`config.mk`:
```
export PLATFORM = sky130hd
export DESIGN_NAME = fpu_unpack
export DESIGN_NICKNAME = d
export VERILOG_FILES = /design/src/rtl/fpu_unpack.sv
export SDC_FILE = /design/constraint.sdc
export NUM_CORES = 1
export LEC_CHECK = 0
export ABC_AREA = 1
export BUFFER_PORTS_ARGS = -buffer_cell sky130_fd_sc_hd__buf_2
export CORE_ASPECT_RATIO = 0.6
export CORE_UTILIZATION = 52
export CTS_CLUSTER_DIAMETER = 100
export CTS_CLUSTER_SIZE = 10
export DETAILED_ROUTE_END_ITERATION = 12
export GPL_TIMING_DRIVEN = 0
export PLACE_DENSITY = 0.89
export SLEW_MARGIN = 20
export SYNTH_ARGS = -nofsm -noshare
export SYNTH_HDL_FRONTEND = slang
export SYNTH_SLANG_ARGS = --single-unit
```
`constraint.sdc`:
```
create_clock -name clk -period 1.8 [get_ports clk]
set_input_delay 0.09 -clock clk [delete_from_list [all_inputs] [get_ports clk]]
set_output_delay 0.09 -clock clk [all_outputs]
set_load 0.02 [all_outputs]
```
`src/rtl/fpu_unpack.sv`:
```
// rtl/fpu_unpack.sv - two-operand IEEE-754 single unpacker with stb/ack handshakes.
// Define FPU_UNPACK_DENORM_EN to keep denormals; otherwise they flush to signed zero.
module fpu_unpack (
    input  logic        clk,
    input  logic        rst,
    input  logic [31:0] input_a,
    input  logic        input_a_stb,
    output logic        input_a_ack,
    input  logic [31:0] input_b,
    input  logic        input_b_stb,
    output logic        input_b_ack,
    output logic        out_stb,
    input  logic        out_ack,
    output logic        a_sign,
    output logic        b_sign,
    output logic [9:0]  a_exp,
    output logic [9:0]  b_exp,
    output logic [23:0] a_man,
    output logic [23:0] b_man,
    output logic [2:0]  a_class,
    output logic [2:0]  b_class,
    output logic [3:0]  state_out
);

    localparam logic [3:0] GET_A  = 4'd0;
    localparam logic [3:0] GET_B  = 4'd1;
    localparam logic [3:0] UNPACK = 4'd2;
    localparam logic [3:0] PUT_Z  = 4'd3;

    localparam logic [2:0] CLS_ZERO   = 3'd0;
    localparam logic [2:0] CLS_NORMAL = 3'd1;
    localparam logic [2:0] CLS_DENORM = 3'd2;
    localparam logic [2:0] CLS_INF    = 3'd3;
    localparam logic [2:0] CLS_NAN    = 3'd4;

    localparam logic [9:0] EXP_ZERO   = 10'h381;
    localparam logic [9:0] EXP_DENORM = 10'h382;
    localparam logic [9:0] EXP_SPEC   = 10'd128;
    localparam logic [9:0] EXP_BIAS   = 10'd127;

    // Packed field word: {sign, exp[9:0], man[23:0], class[2:0]}
    function automatic logic [37:0] decode(input logic [31:0] w);
        logic [7:0]  e;
        logic [22:0] m;
        logic [9:0]  ex;
        logic [23:0] mn;
        logic [2:0]  cl;
        e = w[30:23];
        m = w[22:0];
        if (e == 8'hFF) begin
            ex = EXP_SPEC;
            mn = {1'b0, m};
            cl = (m == 23'd0) ? CLS_INF : CLS_NAN;
        end else if (e == 8'h00) begin
            if (m == 23'd0) begin
                ex = EXP_ZERO;
                mn = 24'd0;
                cl = CLS_ZERO;
            end else begin
`ifdef FPU_UNPACK_DENORM_EN
                ex = EXP_DENORM;
                mn = {1'b0, m};
                cl = CLS_DENORM;
`else
                ex = EXP_ZERO;
                mn = 24'd0;
                cl = CLS_ZERO;
`endif
            end
        end else begin
            ex = {2'b00, e} - EXP_BIAS;
            mn = {1'b1, m};
            cl = CLS_NORMAL;
        end
        return {w[31], ex, mn, cl};
    endfunction

    logic [3:0]  state_q, state_d;
    logic [31:0] a_q, a_d;
    logic [31:0] b_q, b_d;
    logic [37:0] a_fields_q, a_fields_d;
    logic [37:0] b_fields_q, b_fields_d;

    always_comb begin
        state_d    = state_q;
        a_d        = a_q;
        b_d        = b_q;
        a_fields_d = a_fields_q;
        b_fields_d = b_fields_q;
        case (state_q)
            GET_A: begin
                if (input_a_stb) begin
                    a_d     = input_a;
                    state_d = GET_B;
                end
            end
            GET_B: begin
                if (input_b_stb) begin
                    b_d     = input_b;
                    state_d = UNPACK;
                end
            end
            UNPACK: begin
                a_fields_d = decode(a_q);
                b_fields_d = decode(b_q);
                state_d    = PUT_Z;
            end
            PUT_Z: begin
                if (out_ack) begin
                    state_d = GET_A;
                end
            end
            default: state_d = GET_A;
        endcase
    end

    always_ff @(posedge clk) begin
        if (rst) begin
            state_q    <= GET_A;
            a_q        <= 32'd0;
            b_q        <= 32'd0;
            a_fields_q <= 38'd0;
            b_fields_q <= 38'd0;
        end else begin
            state_q    <= state_d;
            a_q        <= a_d;
            b_q        <= b_d;
            a_fields_q <= a_fields_d;
            b_fields_q <= b_fields_d;
        end
    end

    // Acks are gated by rst so nothing is accepted on a reset edge
    assign input_a_ack = (state_q == GET_A) && !rst;
    assign input_b_ack = (state_q == GET_B) && !rst;
    assign out_stb     = (state_q == PUT_Z);
    assign state_out   = state_q;

    assign a_sign  = a_fields_q[37];
    assign a_exp   = a_fields_q[36:27];
    assign a_man   = a_fields_q[26:3];
    assign a_class = a_fields_q[2:0];
    assign b_sign  = b_fields_q[37];
    assign b_exp   = b_fields_q[36:27];
    assign b_man   = b_fields_q[26:3];
    assign b_class = b_fields_q[2:0];

endmodule
```
==> impl_metrics.py, run 1 <==
metrics = {
    "status": {
        "run_status": "completed",
    },
    "power_and_ir_drop": {
        "vdd_drop_max_mv": 0.8385,
        "powerDensity_nw_per_um2": 1594,
        "leakagePower_uw": 0.003465,
    },
    "detailed_routing": {
        "post_drt_wl_per_cell_microns": 15.51,
        "vias_per_cell": 5.337,
        "routed_wl_microns": 17390,
        "antenna_left": 0,
        "dr.pass1.iters": 6,
        "drc": 0,
        "num_vias": 5983,
        "drtIter0Drc": 474,
    },
    "grt": {
        "grt-ovfl-total": 0,
        "grt_pass1_wl_microns": 26750,
        "antenna_found_initial": 0,
        "grt_usage_pct": 31.66,
        "grt_pass1_vias": 5454,
        "grt_max_degree": 17,
    },
    "yosys": {
        "yosysWarnings": 0,
        "synth_compound_area_share_pct": 18.75,
        "synth_cell_types": 27,
        "ys_ff_latch": 140,
        "syn-cell-area_sq_um": 5627,
        "yosysTopAreaCell": "dfxtp_1",
        "synth_mux_area_share_pct": 0,
        "yosys-top-cells-area": "dfxtp_1, o21ai_0, nor2_1",
        "synth_top_family_by_area": "simple AND/OR/NAND/NOR gates",
        "synthSimpleGateAreaFrac_pct": 22.55,
        "synth_top_area_share_pct": 49.81,
        "synth_seq_area_share_pct": 49.81,
        "synth-xor-area-share_pct": 0,
        "synthCells": 750,
        "syn_area_per_cell_sq_um": 7.502,
        "yosys.area_share.adder_pct": 1.779,
    },
    "cells_and_area": {
        "fillers": 782,
        "final_cell_mix": "buf_2, nor2_1, dfxtp_1",
        "multi_input_area_sq_um": 2431,
        "final_common_cell": "buf_2",
        "drive_above_1_share_pct": 22.92,
        "final_nets": 1051,
        "final_util_pct": 74.99,
        "regArea_sq_um": 2803,
        "antenna_cells": 0,
        "area_delta_synth_final_pct": 35.87,
    },
    "timing": {
        "max-slew-margin-rel_pct": 63.07,
        "fin_crit_sh_pct": 94.31,
        "drv_slew": 0,
        "period_needed_ns": 1.698,
        "tightest_slew_ns": 0.5540,
        "rsz0062_at_grt": "no",
        "setup_viol": 0,
        "tns_ns": 0,
        "whs_ns": 0.008809,
        "finalClockSkew_ns": 0.007129,
        "max_freq_mhz": 589.1,
        "hold_violations": 0,
    },
    "worst_hold_path": {
        "hold_path_depth": 3,
        "worstHoldPathType": "in2reg",
        "min_from": "input_b[28]",
        "hold_path_end": "b_q[28]",
    },
    "clock_network": {
        "cts_made_buffers": 17,
        "clkSinkCount": 140,
        "clockRootBuffer": "clkbuf_16",
        "clockBufferDepth": 2,
        "clkTransAtPathRegs_ns": 0.05,
        "cts_tree": "done",
        "h-tree-depth": 4,
        "clk_latency_ns": 0.42,
    },
    "worst_setup_path": {
        "crit_chain": "inv_1 -> ha_1 -> buf_6 -> buf_4 -> buf_1 -> a21oi_1",
        "cp-start-kind": "register",
        "worstPathMaxFanout": 10,
        "reg2reg_to": "b_fields_q[14]",
        "worstRegToRegCells": 6,
        "critPathKind": "reg2reg",
        "critPathMaxStageDelay_ns": 0.43,
        "cp.required_ns": 2.08,
        "ff2ff_setup_slack_ns": 0.10,
        "critical_path.slowest_cell": "buf_1",
        "r2r_start": "state_out[0]",
        "end_kind": "register",
        "worst_ep_arrival_time_ns": 1.97,
    },
    "floorplan": {
        "die_h_microns": 82.58,
        "pin_count": 152,
        "die_area_sq_um": 11250,
        "core_sq_um": 10190,
        "start_util_pct": 55.19,
        "rows": 28,
        "die_w_microns": 136.3,
    },
    "place": {
        "dp.final_hpwl_microns": 11560,
        "gp_congestion": 0.8989,
        "io_buffers": 148,
    },
    "job": {
        "maxCapViolations": 0,
    },
}
## stage by stage
stage / std cells / instance area (sq um) / setup WS [ns] / power [uW]
floorplan: 751 / 5630 / 0.3278 / 7358
global placement: 1034 / 6540 / 0.1758 / 8650
detailed placement: 1034 / 6540 / 0.1427 / 8758
CTS: 1121 / 7637 / 0.09743 / 12060
global route: 1121 / 7645 / 0.004525 / 12850
finish: 1121 / 7645 / 0.1025 / 12190
## synth_stat cells, drive strengths merged
| master | instances |
|---|---|
| buf | 23 |
| nand3b | 2 |
| nand4 | 12 |
| conb | 1 |
| nand3 | 16 |
| a21oi | 89 |
| inv | 35 |
| ha | 8 |
| nor3 | 2 |
| clkbuf | 27 |
| nand2 | 123 |
| o211ai | 1 |
| nor2 | 150 |
| or2 | 3 |
| dfxtp | 140 |
| o21ai | 118 |
## worst max-delay path, delay by kind of cell, from the launching register on
kind                     cells  cell delay (ns)
buffers and inverters        4             0.91
AO/OA/AOI/OAI                1             0.15
adder cells (fa/ha/maj)      1             0.17
flip-flops                   1             0.34
## layout make-up
class / count / area share (%)
Inverter: 35 / 1.751
Timing Repair Buffer: 204 / 17.02
Tap cell: 135 / 2.209
Buffer: 50 / 3.535
Multi-Input combinational cell: 526 / 31.80
Sequential cell: 140 / 36.66
Clock inverter: 8 / 0.9002
Clock buffer: 23 / 6.121
## power breakdown
| part | switching, uW | leakage, uW | total [uW] | internal [uW] |
|---|---|---|---|---|
| combinational | 2960 | 0.00205 | 4470 | 1510 |
| clock | 1280 | 0.000270 | 3230 | 1950 |
| sequential | 580 | 0.00115 | 4500 | 3920 |
| total | 4810 | 0.00346 | 12200 | 7370 |
## layer usage
metal | global-route usage, % | routed length, microns
met3 | 7.021 | 1676
met1 | 41.53 | 7763
met5 | 0 | 0
met4 | 10.11 | 196
met2 | 52.18 | 7750
## kinds of logic after synthesis
family | Yosys count
AND/OR/NAND/NOR | 308
adder cells (fa/ha/maj) | 8
flip-flops | 140
other | 1
buffers and inverters | 85
AO/OA/AOI/OAI | 208
## what timing repair did
| action | in CTS | in global routing |
|---|---|---|
| hold endpoints to repair | 61 | 0 |
| hold buffers | 56 | 0 |
| resized for setup | 0 | 13 |
| buffers inserted | 0 | 0 |
| setup endpoints to repair | 0 | 18 |
## state kept, by name, summed over array words and instances, names as in the netlist
register / cells
state_out: 2
a_fields_q: 37
b_q: 32
a_q: 32
b_fields_q: 37
## how the worst max path moves through the flow
stage	from	to	slack, ns
after floorplan	state_out[0]	b_fields_q[10]	0.33
after global placement	state_out[0]	b_fields_q[19]	0.18
after detailed placement	state_out[0]	b_fields_q[19]	0.14
after CTS	state_out[0]	b_fields_q[30]	0.1
after global routing	state_out[0]	a_fields_q[4]	0.005
final	state_out[0]	b_fields_q[14]	0.10
(Power assumes the default switching activity.)
==> inputs of run 2 (changes only) <==
- CTS_BUF_LIST: default -> sky130_fd_sc_hd__clkbuf_4 sky130_fd_sc_hd__clkbuf_8
- SKIP_LAST_GASP: default -> 1
==> run 2 against run 1 <==
Net effect: largest power group unchanged; sequential power about the same; die area stayed put; fmax about the same; cell area is 1.4% lower; total power fell by 7.0%; sequential cell count unchanged; combinational power barely moved; largest cell class unchanged; register-to-register slack is essentially flat; non-clock buffer count increased by 7; first-iteration DRC count rose by 8.0%; cell count up 0.62%; clock-buffer cell count is the same.
==> impl_metrics.py, run 2 (synthesis results as in run 1) <==
metrics = {
    "timing": {
        "tightest_slew_ns": 0.5826,
        "period_needed_ns": 1.698,
        "hold_violations": 0,
        "max-slew-margin-rel_pct": 61.16,
        "drv_slew": 0,
        "setup_viol": 0,
        "rsz0062_at_grt": "yes",
        "max_freq_mhz": 589.0,
        "whs_ns": 0.03423,
        "fin_crit_sh_pct": 94.32,
        "finalClockSkew_ns": 0.01040,
    },
    "clock_network": {
        "clk_latency_ns": 0.44,
        "clockBufferDepth": 2,
        "clkSinkCount": 140,
        "clockRootBuffer": "clkbuf_8",
        "cts_tree": "done",
        "h-tree-depth": 4,
        "clkTransAtPathRegs_ns": 0.08,
        "post_cts_buffers": 0,
        "cts_made_buffers": 17,
    },
    "grt": {
        "grt-ovfl-total": 0,
        "grt_usage_pct": 32.23,
        "antenna_found_initial": 0,
        "grt_pass1_wl_microns": 27130,
        "grt_max_degree": 17,
        "grt_pass1_vias": 5519,
    },
    "worst_setup_path": {
        "cp-start-kind": "register",
        "worst_ep_arrival_time_ns": 2.06,
        "end_kind": "register",
        "cp.required_ns": 2.16,
        "worstPathMaxFanout": 10,
        "critPathKind": "reg2reg",
    },
    "cells_and_area": {
        "final_common_cell": "buf_2",
        "multi_input_area_sq_um": 2431,
        "final_nets": 1058,
        "final_cell_count_no_fill": 1128,
        "final_cell_mix": "buf_2, nor2_1, dfxtp_1",
        "fillers": 796,
        "area_delta_synth_final_pct": 33.96,
        "antenna_cells": 0,
        "drive_above_1_share_pct": 23.06,
        "regArea_sq_um": 2804,
        "top_regs": "a_fields_q (37), b_fields_q (37)",
    },
    "detailed_routing": {
        "drtIter0Drc": 512,
        "dr.pass1.iters": 6,
        "post_drt_wl_per_cell_microns": 15.65,
        "routed_wl_microns": 17650,
        "antenna_left": 0,
        "num_vias": 6098,
        "vias_per_cell": 5.406,
        "drc": 0,
    },
    "power_and_ir_drop": {
        "leakagePower_uw": 0.003414,
        "powerDensity_nw_per_um2": 1504,
        "vdd_drop_max_mv": 0.8665,
    },
    "floorplan": {
        "die_w_microns": 136.3,
        "core_sq_um": 10190,
        "start_util_pct": 55.19,
        "die_h_microns": 82.58,
        "pin_count": 152,
        "rows": 28,
        "die_area_sq_um": 11250,
    },
    "place": {
        "place_inst": 1034,
        "io_buffers": 148,
        "dp.final_hpwl_microns": 11560,
        "gp_congestion": 0.8989,
    },
    "worst_hold_path": {
        "worstHoldPathType": "in2reg",
    },
    "status": {
        "run_status": "completed",
    },
    "job": {
        "maxCapViolations": 0,
    },
}
## run 2: changes by cell type in the layout (fill, tap and decap cells not counted)
cell and delta:
clkbuf_16 -17, clkbuf_8 +17, dlygate4sd3_1 +7, clkbuf_4 +4, clkbuf_1 -3, clkbuf_2 -2
buf_1 +1, dfxtp_1 -1, dfxtp_2 +1
## run 2: worst paths after layout
check / start / end / slack, ns / cells after the start
max: state_out[1] / b_q[25] / 0.10 / 6
min: input_a[22] / a_q[22] / 0.03 / 3
max reg2reg: state_out[1] / b_q[25] / 0.10 / 6
min reg2reg: a_fields_q[32] / a_fields_q[32] / 0.46 / 2
## run 2: layout make-up
type	count	share of cell area (%)
Buffer	50	3.552
Timing Repair Buffer	211	18.19
Multi-Input combinational cell	526	32.25
Clock inverter	8	0.9130
Tap cell	135	2.241
Sequential cell	140	37.20
Inverter	35	1.776
Clock buffer	23	3.868
## run 2: what timing repair did
item                                    CTS  global route
endpoints found under the setup margin    0            17
gates resized for setup                   0            11
endpoints found under the hold margin    68             0
hold buffers                             63             0
## run 2: critical path: stages, from the launching register on
cell and delay [ns]:
dfxtp_1 0.38, inv_1 0.09, ha_1 0.20, nand2_1 0.23, clkbuf_1 0.40, o21ai_0 0.18
a21oi_1 0.15
## run 2: power breakdown
part	internal, uW	total, uW	switching [uW]	leakage (uW)
registers	3910	4490	580	0.00115
clock network	1210	2360	1150	0.000197
logic	1520	4480	2970	0.00207
total	6630	11300	4700	0.00341
## run 2: stage by stage
| stage | setup TNS [ns] | total power (uW) | worst slack (ns) | area (sq um) | utilization [%] |
|---|---|---|---|---|---|
| global placement | 0 | 8650 | 0.1758 | 6540 | 64.15 |
| floorplan | 0 | 7358 | 0.3278 | 5630 | - |
| global route | -0.03326 | 12020 | -0.01994 | 7537 | 73.93 |
| CTS | 0 | 11200 | 0.1150 | 7531 | 73.87 |
| finish | 0 | 11340 | 0.1022 | 7537 | 73.93 |
| detailed placement | 0 | 8758 | 0.1427 | 6540 | 64.15 |
## run 2: routing by layer
metal / vias to the layer above / track usage [%] / part of all wire [%]
met5: - / 2.778 / 0
met4: 0 / 10.11 / 2.2
met3: 56 / 9.096 / 10
met2: 356 / 52.99 / 45
met1: 2778 / 41.02 / 43
li1: 2908 / - / -
